<file path="config.mk">
export PLATFORM = sky130hd
export DESIGN_NAME = fcmp_stage
export DESIGN_NICKNAME = d
export VERILOG_FILES = /design/src/rtl/fcmp_stage.sv
export SDC_FILE = /design/constraint.sdc
export NUM_CORES = 1
export LEC_CHECK = 0
export BUFFER_PORTS_ARGS = -buffer_cell sky130_fd_sc_hd__buf_2
export CAP_MARGIN = 0
export CORE_AREA = 2 2 96 98
export DETAILED_ROUTE_END_ITERATION = 8
export DIE_AREA = 0 0 98 100
export GPL_TIMING_DRIVEN = 0
export PLACE_DENSITY = 0.76
export SYNTH_ARGS = -nofsm -noshare
export SYNTH_HDL_FRONTEND = slang
export SYNTH_SLANG_ARGS = --single-unit
</file>
<file path="constraint.sdc">
create_clock -name clk -period 3.4 [get_ports clk]
set_clock_uncertainty 0.15 [all_clocks]
set_input_delay 0.68 -clock clk [delete_from_list [all_inputs] [get_ports clk]]
set_output_delay 0.68 -clock clk [all_outputs]
set_load 0.005 [all_outputs]
</file>
<file path="src/rtl/fcmp_stage.sv">
// Two-stage RISC-V style float compare (feq/flt/fle); NaN handling under `ifdef FCMP_NAN_EN.
// Latency 2 cycles, throughput 1/cycle; valid/ready backpressure stalls S1 behind a held S2.
module fcmp_stage #(
  parameter int TAG_W = 6
) (
  input  logic             clk,
  input  logic             rstn,
  input  logic             flush,
  input  logic             in_valid,
  output logic             in_ready,
  input  logic [1:0]       in_op,
  input  logic [31:0]      in_x1,
  input  logic [31:0]      in_x2,
  input  logic [TAG_W-1:0] in_tag,
  output logic             out_valid,
  input  logic             out_ready,
  output logic [31:0]      out_data,
  output logic [TAG_W-1:0] out_tag,
  output logic             out_nv,
  output logic [1:0]       occupancy
);

  localparam logic [1:0] OP_FEQ = 2'b00;
  localparam logic [1:0] OP_FLT = 2'b01;
  localparam logic [1:0] OP_FLE = 2'b10;

  logic             s1_vld_q, s1_vld_d;
  logic [1:0]       s1_op_q;
  logic [31:0]      s1_x1_q, s1_x2_q;
  logic [TAG_W-1:0] s1_tag_q;

  logic             s2_vld_q, s2_vld_d;
  logic [31:0]      s2_data_q;
  logic [TAG_W-1:0] s2_tag_q;
  logic             s2_nv_q;

  logic s1_adv, accept, consume;
  logic res_bit, res_nv;
  logic lt, eq, both_zero;
  logic [30:0] mag1, mag2;
  logic sgn1, sgn2;

  // Flush dominates every handshake: nothing moves and nothing is accepted.
  assign s1_adv   = s1_vld_q & (~s2_vld_q | out_ready) & ~flush;
  assign in_ready = ~flush & (~s1_vld_q | s1_adv);
  assign accept   = in_valid & in_ready;
  assign consume  = s2_vld_q & out_ready;

  assign mag1      = s1_x1_q[30:0];
  assign mag2      = s1_x2_q[30:0];
  assign sgn1      = s1_x1_q[31];
  assign sgn2      = s1_x2_q[31];
  assign both_zero = (mag1 == 31'd0) & (mag2 == 31'd0);
  assign eq        = (s1_x1_q == s1_x2_q) | both_zero;
  assign lt        = (~sgn1 & ~sgn2 & (mag1 < mag2))
                   | ( sgn1 & ~sgn2 & ~both_zero)
                   | ( sgn1 &  sgn2 & (mag1 > mag2));

`ifdef FCMP_NAN_EN
  logic nan1, nan2, snan1, snan2, any_nan, any_snan;
  assign nan1     = (&s1_x1_q[30:23]) & (|s1_x1_q[22:0]);
  assign nan2     = (&s1_x2_q[30:23]) & (|s1_x2_q[22:0]);
  assign snan1    = nan1 & ~s1_x1_q[22];
  assign snan2    = nan2 & ~s1_x2_q[22];
  assign any_nan  = nan1 | nan2;
  assign any_snan = snan1 | snan2;

  always_comb begin
    res_bit = 1'b0;
    res_nv  = 1'b0;
    case (s1_op_q)
      OP_FEQ: begin
        res_bit = eq & ~any_nan;
        res_nv  = any_snan;
      end
      OP_FLT: begin
        res_bit = lt & ~any_nan;
        res_nv  = any_nan;
      end
      OP_FLE: begin
        res_bit = (lt | eq) & ~any_nan;
        res_nv  = any_nan;
      end
      default: begin
        res_bit = 1'b0;
        res_nv  = 1'b0;
      end
    endcase
  end
`else
  always_comb begin
    res_bit = 1'b0;
    res_nv  = 1'b0;
    case (s1_op_q)
      OP_FEQ:  res_bit = eq;
      OP_FLT:  res_bit = lt;
      OP_FLE:  res_bit = lt | eq;
      default: res_bit = 1'b0;
    endcase
  end
`endif

  always_comb begin
    s1_vld_d = s1_vld_q;
    s2_vld_d = s2_vld_q;
    if (flush) begin
      s1_vld_d = 1'b0;
      s2_vld_d = 1'b0;
    end else begin
      if (accept)      s1_vld_d = 1'b1;
      else if (s1_adv) s1_vld_d = 1'b0;
      if (s1_adv)       s2_vld_d = 1'b1;
      else if (consume) s2_vld_d = 1'b0;
    end
  end

  always_ff @(posedge clk or negedge rstn) begin
    if (!rstn) begin
      s1_vld_q <= 1'b0;
      s1_op_q  <= 2'b00;
      s1_x1_q  <= 32'd0;
      s1_x2_q  <= 32'd0;
      s1_tag_q <= '0;
    end else begin
      s1_vld_q <= s1_vld_d;
      if (accept) begin
        s1_op_q  <= in_op;
        s1_x1_q  <= in_x1;
        s1_x2_q  <= in_x2;
        s1_tag_q <= in_tag;
      end
    end
  end

  // S2 payload only changes on advance, so it is stable while the result is stalled.
  always_ff @(posedge clk or negedge rstn) begin
    if (!rstn) begin
      s2_vld_q  <= 1'b0;
      s2_data_q <= 32'd0;
      s2_tag_q  <= '0;
      s2_nv_q   <= 1'b0;
    end else begin
      s2_vld_q <= s2_vld_d;
      if (s1_adv) begin
        s2_data_q <= {31'd0, res_bit};
        s2_tag_q  <= s1_tag_q;
        s2_nv_q   <= res_nv;
      end
    end
  end

  assign out_valid = s2_vld_q;
  assign out_data  = s2_data_q;
  assign out_tag   = s2_tag_q;
  assign out_nv    = s2_nv_q;
  assign occupancy = {1'b0, s1_vld_q} + {1'b0, s2_vld_q};

endmodule

</file>
# After elaboration in Yosys (flattened, before gate mapping)

Index checks and enable logic that the tools add are counted.

Register bits after elaboration: 81
Input bits: 77
Output and inout port bits: 43
Word-level logic and storage cells: 50

Add/sub/neg operators: 1
Order comparisons: 2
Eq/ne operators: 3
Mux-type cells: 7
Bitwise gates (word level): 24
Reduce and logical (&&, ||, !) cells: 5

Operators by type and width:

| operator                                                              | count |
|---|---|
| 31-bit zero test                                                      | 2 |
| 32-bit equality test                                                  | 1 |
| 31-bit greater-than comparator                                        | 1 |
| 31-bit less-than comparator                                           | 1 |
| 1-bit bitwise AND                                                     | 12 |
| 1-bit two-way mux                                                     | 6 |
| 1-bit inverter                                                        | 6 |
| 1-bit bitwise OR                                                      | 6 |
| 3-bit nonzero test                                                    | 2 |
| 1-bit case mux with 3 select lines                                    | 1 |
| 1-bit by 1-bit adder with 2-bit output                                | 1 |
| 2-bit by 1-bit equality test with 1-bit output, second input constant | 1 |
| 2-bit equality test, second input constant                            | 1 |
| 2-bit zero test                                                       | 1 |

# Depth between registers and ports, before layout

Gate-level depths: netlist of the first run.

Depth after elaboration: 9
Depth in mapped cells: 9
Depth with buffers taken out: 9

# Worst setup path before layout of the first run

No wires, ideal clock.

Kind: input port to flip-flop
Start point: input out_ready
End point: register s1_op_q[0]
Library setup time: 0.125 ns
Arrival time: 1.899 ns
Data required time: 3.125 ns
Slack: 1.226 ns
Stages on the path: 5
Cells stage by stage: nor2b_1 -> a21oi_1 -> nand2_1 -> clkbuf_1 -> mux2_2

Longest elaborated chain between the ends: 6

Ends and longest elaborated chain:

| element                         | RTL line | source |
|---|---|---|
| start: declaration              | 16       | `input logic out_ready,` |
| 1-bit bitwise OR                | 44       | `assign s1_adv = s1_vld_q & (~s2_vld_q \| out_ready) & ~flush;` |
| 1-bit bitwise AND (2 in series) | 44       |  |
| 1-bit bitwise OR                | 45       | `assign in_ready = ~flush & (~s1_vld_q \| s1_adv);` |
| 1-bit bitwise AND               | 45       |  |
| named net in_ready              | 10       | `output logic in_ready,` |
| 1-bit bitwise AND               | 46       | `assign accept = in_valid & in_ready;` |
| end signal: assignment          | 127      | `s1_op_q <= in_op;` |
| end: declaration                | 28       | `logic [1:0] s1_op_q;` |

The timed path passes the listed nets, and every way through them passes these cells.
A chain may end at the register's enable or synchronous reset.

# Final worst setup path of the first run

Start point: register s1_x1_q[10]
End point: register s2_data_q[0] (netlist: out_data[0])

Longest elaborated chain between the ends: 8

Ends and longest elaborated chain:

| element                                                                             | RTL line | source |
|---|---|---|
| start: declaration                                                                  | 29       | `logic [31:0] s1_x1_q, s1_x2_q;` |
| start signal: assignment                                                            | 128      | `s1_x1_q <= in_x1;` |
| parallel branches: the longest is 7 deep, another holds 31-bit less-than comparator | n/a      |  |
| 1-bit case mux with 3 select lines (*)                                              | 94       | `case (s1_op_q)` |
| end signal: assignment                                                              | 145      | `s2_data_q <= {31'd0, res_bit};` |
| end: declaration                                                                    | 33       | `logic [31:0] s2_data_q;` |

Every way passes the cells marked *.

==> summary.txt, run 1 <==
Yosys
  – Synth Flop Type: dfrtp_1
  – Post-synth top area cell: dfrtp_1
  – Async SR Flop Fraction: 100.0%
  – Gate Count Post-Synth: around 350
  – Synth top cells by count: dfrtp_1 (81), mux2_2 (78), ha_1 (35)
  – Ranking of synthesized cells by area: dfrtp_1 (48%), mux2_2 (21%), ha_1 (10%), buf_4 (5.7%), inv_1 (3.0%)
  – Most common cell in the netlist: dfrtp_1
  – Post-synth cell types: 32
  – Post-synthesis sequential area ratio: 47.76%
  – Post-synth EDFFs: 0
  – #FFs+latches synth: 81
  – Netlist Area Pre-Place: about 4200 um2
  – Average size of a mapped cell: approximately 12 um2
  – Yosys warnings: 0
  – Top-area cell type share of the netlist area: between 40% and 50%

Detailed routing
  – Via count: 2975
  – Wire length per cell: ~14 um
  – Via density per instance: between 4 and 5
  – Initial DRC Count: 111
  – Post-route ant nets: 0
  – Residual DRC: 0
  – WL final: roughly 8600 um
  – Total iterations of the first detailed-routing run: 4

Layout
  – Fillers: roughly 770
  – Finished Cell Area: around 5200 um2
  – Nets: ~600
  – Share of layout cells above drive strength 1: about 44%
  – Area Overhead vs Synth: 21.79%
  – N_diodes: 0

GRT
  – Grt total ovfl: 0
  – Largest net degree at the start of global routing: 74
  – Gr usage total: a little under a fifth
  – Antenna violations before repair: 0
  – Vias in the first global route: ~3000
  – First-pass GRT wire length: approximately 14000 um

STA
  – RSZ-0062 raised after global routing: no
  – Slew @ Worst Pin: around 0.56 ns
  – Slew headroom: a little over 60%
  – TNS Setup: 0 ns
  – Hold Violations, Final: 0
  – Maximum clock rate: between 400 and 500 MHz
  – Setup violations, final: 0
  – Setup ws final: around 0.94 ns
  – Min cycle time layout: between 2 and 2.5 ns
  – Part of the cycle the worst path needs: about 72%
  – Max-slew violation count: 0

Worst setup path
  – FF-to-FF path depth: 7
  – CP Cell Sequence: nor4_1, nand4_1, or4_1, o21a_1, nor3b_1, a211o_1, a22oi_1
  – Crit path max fanout: 3
  – WP data required: 3.53 ns
  – Worst Path Arrival: about 2.6 ns
  – RR Endpoint: out_data[0]
  – Crit end category: flop
  – Critical path class: flop to flop
  – CP max-delay cell: or4_1
  – Reg-to-reg startpoint: s1_x1_q[10]
  – CP peak stage delay: approximately 0.55 ns
  – R2R Setup Slk: around 0.94 ns
  – CP Launch Type: flop

Floorplanning
  – Chip width: between 90 and 100 um
  – Vert. Die Dim: 100 um
  – Initial Util: a little under half
  – # rows: 35
  – Die area: slightly below 10000 um2
  – Core Region: ~8900 um2
  – I/O pin count: between 100 and 150

Power
  – Internal power: between 1.5 and 2 mW
  – Pwr per Cell Area: approximately 500 nW/um2
  – P_leak: between 2 and 3 nW
  – Final Power: around 2.5 mW
  – Clk pwr share: approximately 27%
  – Sw Share: about 30%
  – Max rail drop VDD: between 0.0003 and 0.0004 V
  – Sw power: ~740 uW
  – Sequential power share: just under 50%
  – Combinational share of power: between 20% and 30%

CTS
  – Post-CTS Setup Bufs: 0
  – H-tree levels: 3
  – Clk_lat worst skew: roughly 0.36 ns
  – Hold_buf cts: 1
  – Resize count post-CTS: 0
  – CTS sink count: 81
  – Total CTS buffers: 9
  – CTS tree: done
  – Root Driver: clkbuf_8
  – Clock transition at path regs: about 0.09 ns
  – CTS max path bufs: 2

Placement
  – Port bufs: 87
  – DP Worst Slack: roughly 0.75 ns
  – Placed inst area: just under 5000 um2
  – DP Wirelength: ~6900 um
  – GPL Wtd Cong: 0.8726

Status
  – Status: completed

Flow run
  – Maxcap violations: 0

Hold path
  – Hold Path Depth: 2
  – Worst min-delay path startpoint: flush
  – Worst Hold End: out_valid
  – Worst hold-check path type: primary input to flop
## final cells by class
| class | count | area (um2) | area share (%) |
|---|---|---|---|
| buffer | 40 | 270.3 | 5.229 |
| clock buffer | 9 | 123.9 | 2.397 |
| clock inverter | 7 | 70.07 | 1.356 |
| inverter | 34 | 127.6 | 2.469 |
| multi-input combinational | 229 | 1936 | 37.45 |
| sequential | 81 | 2027 | 39.22 |
| tap | 111 | 138.9 | 2.687 |
| timing repair buffer | 89 | 475.5 | 9.199 |
## worst max-delay path by stage
stage | from | to | slack [ns]
after floorplan | out_ready | s1_op_q[0] | 1.23
after global placement | out_ready | s1_x2_q[10] | 0.80
after detailed placement | out_ready | s1_x1_q[8] | 0.75
after CTS | s1_x1_q[25] | out_data[0] | 0.91
after global routing | s1_x2_q[26] | out_data[0] | 0.67
final | s1_x1_q[10] | out_data[0] | 0.94
## cells in the final DEF (no fill, tap or decap), types with 2 or more instances in the layout
cell type / n
o21ai_0: 2
nor4_1: 15
clkbuf_1: 8
a211oi_1: 3
a21o_1: 4
nor2_1: 8
mux2_2: 78
buf_2: 86
o21a_1: 2
conb_1: 32
dfrtp_1: 81
buf_4: 33
clkbuf_8: 9
nand4_1: 9
a21oi_1: 14
inv_1: 34
clkinv_2: 3
nor3_1: 2
ha_1: 35
nand3_1: 3
nand2_1: 8
## kinds of logic after synthesis
logic type / count (synthesis) / synth area share [%]
fa+ha+maj: 35 / 10.32
mux: 79 / 20.93
buf+inv: 74 / 9.375
compound gates: 31 / 4.658
simple gates: 52 / 6.869
flops: 81 / 47.76
other cells: 1 / 0.08836
## routing by layer
metal	global-route usage, %	vias to the layer above	wire length (um)
met4	5.021	0	97
met2	31.72	107	4247
met1	22.34	1412	3586
met5	0	-	0
met3	5.710	11	668
li1	-	1445	-
## metrics by stage
stage	hold slack, ns	cells	util (%)
2_1_floorplan	0.2344	384	-
3_3_place_gp	0.3319	582	55.51
3_5_place_dp	0.3400	583	55.85
4_1_cts	0.3516	600	58.14
5_1_grt	0.3444	600	58.14
6_report	0.3569	600	58.14
## power by group through the flow
stage / Combinational (mW) / Sequential [mW] / Clock (mW)
floorplan: 0.415 / 1.23 / 0
global placement: 0.556 / 1.26 / 0
detailed placement: 0.593 / 1.27 / 0
CTS: 0.598 / 1.25 / 0.703
global route: 0.673 / 1.27 / 0.754
finish: 0.590 / 1.25 / 0.690
## state kept, by name, indices dropped and copies added, names as in the netlist
name	flops
s1_tag_q	6
out_data	1
out_tag	6
s1_op_q	2
out_valid	1
s1_vld_q	1
s1_x1_q	32
s1_x2_q	32
## critical path, delay by kind of cell (launching register included)
kind | cells | cell delay, ns
flops | 1 | 0.41
simple gates | 4 | 1.29
compound gates | 3 | 0.54
Power figures use the tool's default switching activity.
==> run 2: changes to the inputs <==
- CORE_AREA: 2 2 96 98 -> 2 2 99 101
- DIE_AREA: 0 0 98 100 -> 0 0 101 103
- PLACE_DENSITY: 0.76 -> 0.75
- clock period: 3.4 -> 2.1 ns (I/O delays scaled with it)
==> run 2 against run 1 <==
Compared with the run above: largest cell class is now multi-input combinational cells; the run now ends with setup timing left; routed wire length grew 6.8%; clock-buffer cell count grew 1; via count grew 1.0%; sequential power grew 64%; global-route usage shrank 0.31 points.
==> summary.txt, run 2 (same netlist as run 1, synthesis figures left out) <==
Worst setup path
  – WP data required: 2.23 ns (-1.30 ns)
  – Critical path class: flop to flop
  – CP max-delay cell: or4_4
  – CP Cell Sequence: nor4_2, nand4_1, or4_4, o21a_1, nor3b_1, a211o_1, a22oi_2
  – Crit end category: flop
  – CP peak stage delay: 0.52 ns (-0.03 ns)
  – Worst Path Arrival: 2.48 ns (-0.11 ns)
  – CP Launch Type: flop
  – Crit path max fanout: 3 (unchanged)

STA
  – Setup ws final: -0.2484 ns (-1.189 ns)
  – Hold Violations, Final: 0 (unchanged)
  – Setup violations, final: 1 (+1)
  – RSZ-0062 raised after global routing: yes
  – Part of the cycle the worst path needs: 111.8% (+40 points)
  – Max-slew violation count: 0 (unchanged)
  – WHS: 0.09217 ns (-0.2647 ns)
  – Min cycle time layout: 2.348 ns (-0.1105 ns)
  – Maximum clock rate: 425.8 MHz (+4.7%)

Power
  – Pwr per Cell Area: 830.6 nW/um2 (+70%)
  – Max rail drop VDD: 0.0005454 V (+66%)
  – Internal power: 3.209 mW (+79%)
  – Final Power: 4.513 mW (+78%)
  – Sw power: 1.303 mW (+76%)
  – P_leak: 2.693 nW (+2.7%)
  – Sw Share: 28.88% (-0.36 points)
  – Clk pwr share: 30.7% (+3.4 points)
  – Combinational share of power: 23.8% (+0.5 points)
  – Sequential power share: 45.5% (-3.9 points)

CTS
  – Clk_lat worst skew: 0.35 ns (about the same)
  – CTS max path bufs: 2 (unchanged)
  – Total CTS buffers: 9 (unchanged)
  – Root Driver: clkbuf_8
  – CTS tree: done
  – H-tree levels: 3 (unchanged)
  – Clock transition at path regs: 0.09 ns (about the same)
  – CTS sink count: 81 (unchanged)

Detailed routing
  – WL final: 9187 um (+6.8%)
  – Initial DRC Count: 124 (+12%)
  – Via count: 3006 (+1.0%)
  – Post-route ant nets: 0 (unchanged)
  – Total iterations of the first detailed-routing run: 4 (unchanged)
  – Residual DRC: 0 (unchanged)
  – Via density per instance: 4.952 (-0.12%)
  – Wire length per cell: 15.14 um (+5.6%)

GRT
  – Vias in the first global route: 2983 (-1.3%)
  – GR Util met1: 23.03% (+0.69 points)
  – GR peak layer: met2
  – Gr usage total: 18.03% (-0.31 points)
  – First-pass GRT wire length: 14280 um (+1.2%)
  – Largest net degree at the start of global routing: 56 (-24%)
  – Antenna violations before repair: 0 (unchanged)
  – Met3 usage: 5.085% (-0.63 points)
  – Grt total ovfl: 0 (unchanged)
  – Met2 Track Usage GR: 30.51% (-1.2 points)

Floorplanning
  – Vert. Die Dim: 103 um (+3.0%)
  – Chip width: 101 um (+3.1%)
  – Die area: 10400 um2 (+6.2%)
  – Core Region: 9459 um2 (+6.4%)
  – # rows: 36 (+2.9%)
  – I/O pin count: 120 (unchanged)
  – Initial Util: 44.87% (-2.9 points)

Layout
  – Core Util, Final: 57.43% (-0.71 points)
  – Fillers: 816 (+6.5%)
  – N_diodes: 0 (unchanged)
  – Leading cell type in the layout, fill and taps excluded: buf_2
  – Share of layout cells above drive strength 1: 50.91% (+6.5 points)
  – Area Overhead vs Synth: 28.01%
  – Largest regs: s1_x1_q (32), s1_x2_q (32)
  – Nets: 600 (+0.67%)
  – Finished Cell Area: 5433 um2 (+5.1%)
  – Commonest cells after routing, fill and taps aside: buf_2 (86), dfrtp_1 (80), mux2_2 (78)

Placement
  – DP Wirelength: 7119 um (+2.8%)
  – GPL Wtd Cong: 0.9093 (+4.2%)
  – Placed inst area: 4969 um2 (about the same)
  – Port bufs: 87 (unchanged)

Flow run
  – Maxcap violations: 0 (unchanged)

Status
  – Status: complete, but fails checks
  – Failing checks: setup timing

Hold path
  – Worst hold-check path type: primary input to flop
==> run 2: path summary, 6_finish.rpt <==
check,cells past startpoint,from,slack [ns],to
setup / recovery,7,s1_x2_q[11],-0.25,out_data[0]
hold reg to reg,1,out_tag[5],0.35,out_tag[5]
setup reg to reg,7,s1_x2_q[11],-0.25,out_data[0]
min in group asynchronous,2,rstn,0.37,out_tag[1]
max in group asynchronous,3,rstn,0.83,s1_x2_q[7]
hold / removal,2,flush,0.09,s1_vld_q
==> run 2: repair_timing <==
action,CTS,global route
gates resized for setup,19,15
setup endpoints to repair,71,1
pin swaps,7,5
endpoints found under the hold margin,26,0
setup buffers,1,3
hold buffers,1,0
==> run 2: worst max-delay path, delay by kind of cell, from the launching register on <==
family             cells  cell delay [ns]
and+or+nand+nor        4             1.16
AOI/OAI and AO/OA      3             0.53
DFF                    1             0.42
==> run 2: power by group through the flow <==
| stage | registers [mW] | logic (mW) | clock network (mW) |
|---|---|---|---|
| 2_1_floorplan | 1.98 | 0.672 | 0 |
| 3_3_place_gp | 2.04 | 0.907 | 0 |
| 3_5_place_dp | 2.06 | 0.974 | 0 |
| 4_1_cts | 2.04 | 1.01 | 1.40 |
| 5_1_grt | 2.09 | 1.20 | 1.47 |
| 6_report | 2.05 | 1.07 | 1.39 |
==> run 2: per-stage QoR <==
stage | setup WS, ns | TNS (ns) | instances
detailed placement | -0.4665 | -20.28 | 586
CTS | -0.2699 | -0.2699 | 604
global route | -0.3587 | -0.3587 | 607
finish | -0.2484 | -0.2484 | 607
global placement | -0.3142 | -26.73 | 585
floorplan | -0.008621 | -0.008621 | 384
==> run 2: metal layers <==
| metal | vias up | routed length [um] |
|---|---|---|
| li1 | 1450 | - |
| met1 | 1452 | 4005 |
| met2 | 94 | 4497 |
| met3 | 10 | 584 |
| met4 | 0 | 99 |
| met5 | - | 0 |
==> run 2: area by class of cell <==
class	count	area, um2	area share (%)
multi-input cells	229	2107	38.78
flip-flops and latches	81	2028	37.33
repair buffers	93	505.5	9.304
plain buffers	40	279.0	5.136
well taps	114	142.6	2.626
clock buffers	10	127.6	2.349
inverters	34	127.6	2.349
clock inverters	6	115.1	2.119
==> run 3: changes to the inputs <==
- ABC_CLOCK_PERIOD_IN_PS: default -> 2100
- CORE_AREA: 2 2 99 101 -> 2 2 126 79
- DIE_AREA: 0 0 101 103 -> 0 0 128 81
- PLACE_DENSITY: 0.75 -> 0.76
- RECOVER_POWER: default -> 50
==> run 3 against run 2 <==
Compared with the run above: fmax grew 0.13%; the run still ends with setup timing left; highest routed layer unchanged; clock power increased by 21%; combinational power about the same.
==> summary.txt, run 3 (same netlist as run 1, synthesis figures left out) <==
Status
  – Status: complete, but fails checks
  – Failing checks: setup timing

CTS
  – Root Driver: clkbuf_16
  – CTS tree: done
  – H-tree levels: 3 (unchanged)
  – Total CTS buffers: 9 (unchanged)
  – Clk_lat worst skew: 0.34 ns (about the same)
  – Clock transition at path regs: 0.06 ns (-0.03 ns)
  – CTS max path bufs: 2 (unchanged)
  – CTS sink count: 81 (unchanged)

STA
  – Min cycle time layout: 2.345 ns (-0.003148 ns)
  – Part of the cycle the worst path needs: 111.7% (-0.15 points)
  – Setup ws final: -0.2452 ns (+0.003148 ns)
  – Slew @ Worst Pin: approximately 0.73 ns
  – Slew headroom: between 50% and 60%
  – Max-slew violation count: 0 (unchanged)
  – Maximum clock rate: 426.4 MHz (+0.13%)
  – WHS: 0.1289 ns (+0.03675 ns)
  – Setup violations, final: 1 (unchanged)
  – TNS Setup: -0.2452 ns (+0.003148 ns)
  – Hold Violations, Final: 0 (unchanged)
  – RSZ-0062 raised after global routing: yes

Floorplanning
  – Chip width: 128 um (+27%)
  – # rows: 28 (-22%)
  – Vert. Die Dim: 81 um (-21%)
  – Core Region: 9389 um2 (-0.74%)
  – Die area: 10370 um2 (-0.34%)
  – Initial Util: 45.20% (+0.33 points)
  – I/O pin count: 120 (unchanged)

Detailed routing
  – Residual DRC: 0 (unchanged)
  – Via count: 2988 (-0.60%)
  – Wire length per cell: 15.86 um (+4.8%)
  – WL final: 9688 um (+5.5%)
  – Post-route ant nets: 0 (unchanged)
  – Via density per instance: 4.890 (-1.2%)
  – Total iterations of the first detailed-routing run: 4 (unchanged)
  – Initial DRC Count: 121 (-2.4%)

Placement
  – DP Worst Slack: -0.3678 ns (+0.09867 ns)
  – GPL Wtd Cong: 0.8739 (-3.9%)
  – DP Wirelength: 7415 um (+4.2%)
  – Port bufs: 87 (unchanged)

Worst setup path
  – Critical path class: flop to flop
  – CP Cell Sequence: nor4_1, nand4_1, or4_4, o21a_1, nor3b_2, a211o_1, a22oi_2
  – WP data required: 2.21 ns (-0.02 ns)
  – Worst Path Arrival: 2.46 ns (-0.02 ns)
  – Crit path max fanout: 3 (unchanged)
  – CP Launch Type: flop
  – CP max-delay cell: or4_4
  – CP peak stage delay: 0.57 ns (+0.05 ns)
  – Crit end category: flop

GRT
  – Grt total ovfl: 0 (unchanged)
  – Gr usage total: 19.16% (+1.1 points)
  – Vias in the first global route: 3090 (+3.6%)
  – First-pass GRT wire length: 14910 um (+4.4%)
  – Largest net degree at the start of global routing: 71 (+27%)
  – Antenna violations before repair: 0 (unchanged)

Power
  – P_leak: 2.710 nW (+0.66%)
  – Sequential power share: 43.0% (-2.5 points)
  – Sw power: 1.312 mW (+0.70%)
  – Combinational share of power: 21.9% (-1.9 points)
  – Clk pwr share: 35.1% (+4.4 points)
  – Internal power: 3.464 mW (+7.9%)
  – Pwr per Cell Area: 877.6 nW/um2 (+5.6%)
  – Sw Share: 27.47% (-1.4 points)
  – Max rail drop VDD: 0.0004201 V (-23%)

Layout
  – Area Overhead vs Synth: 28.24%
  – Register area: 2028 um2 (unchanged)
  – Nets: 598 (-0.33%)
  – Largest regs: s1_x1_q (32), s1_x2_q (32)
  – Core Util, Final: 57.97% (+0.54 points)
  – Fillers: 795 (-2.6%)
  – Commonest cells after routing, fill and taps aside: buf_2 (89), dfrtp_1 (80), mux2_2 (78)
  – Area of the multi-input gates: 2061 um2 (-2.2%)
  – N_diodes: 0 (unchanged)
  – Share of layout cells above drive strength 1: 49.69% (-1.2 points)
  – Leading cell type in the layout, fill and taps excluded: buf_2

Flow run
  – Maxcap violations: 0 (unchanged)

Hold path
  – Worst hold-check path type: primary input to flop
run 3: cell types whose count changed in the layout (fill, tap and decap cells not counted), sizes merged:
cell / change
clkinv: +2
bufinv: -1
clkinvlp: -1
clkbuf: -1
inv: -1
run 3: worst paths after layout:
check | slack (ns) | cells after the start | to | from
setup / recovery | -0.25 | 7 | out_data[0] | s1_x2_q[5]
hold / removal | 0.13 | 2 | s1_vld_q | flush
setup reg to reg | -0.25 | 7 | out_data[0] | s1_x2_q[5]
hold reg to reg | 0.35 | 1 | out_tag[2] | s1_tag_q[2]
max in group asynchronous | 0.20 | 3 | s1_x1_q[26] | rstn
min in group asynchronous | 0.49 | 2 | s1_tag_q[1] | rstn
run 3: power by group through the flow:
stage	logic (mW)	clock network, mW	registers (mW)
2_1_floorplan	0.672	0	1.98
3_3_place_gp	0.906	0	2.04
3_5_place_dp	0.976	0	2.05
4_1_cts	1.01	1.71	2.04
5_1_grt	1.17	1.77	2.09
6_report	1.05	1.68	2.05
run 3: routing by layer:
layer | vias to the layer above | track usage (%) | wire, um
met5 | - | 0 | 0
met4 | 0 | 4.945 | 97
met3 | 13 | 6.456 | 552
met2 | 82 | 31.66 | 4614
met1 | 1444 | 24.53 | 4424
li1 | 1449 | - | -
run 3: what timing repair did:
action,CTS,global route
gates resized for setup,17,18
hold buffers,1,0
hold endpoints to repair,11,0
setup buffers,1,1
pin swaps,3,3
setup endpoints to repair,71,37
run 3: final cells by class:
type | instances | area share, %
plain buffers | 40 | 5.218
clock buffers | 11 | 4.460
clock inverters | 5 | 1.448
inverters | 34 | 2.345
multi-input cells | 229 | 37.86
flip-flops and latches | 81 | 37.26
well taps | 120 | 2.759
repair buffers | 91 | 8.644
run 3: critical path, delay by kind of cell, from the launching register on:
| kind | cells | cell delay [ns] |
|---|---|---|
| simple gates | 4 | 1.15 |
| compound gates | 3 | 0.52 |
| flops | 1 | 0.44 |
run 3: per-stage QoR:
stage | area, um2 | std cells | power, mW
after floorplan | 4360 | 384 | 2.656
after global placement | 4946 | 591 | 2.946
after detailed placement | 4976 | 592 | 3.031
after CTS | 5381 | 610 | 4.759
after global routing | 5443 | 611 | 5.029
final | 5443 | 611 | 4.776
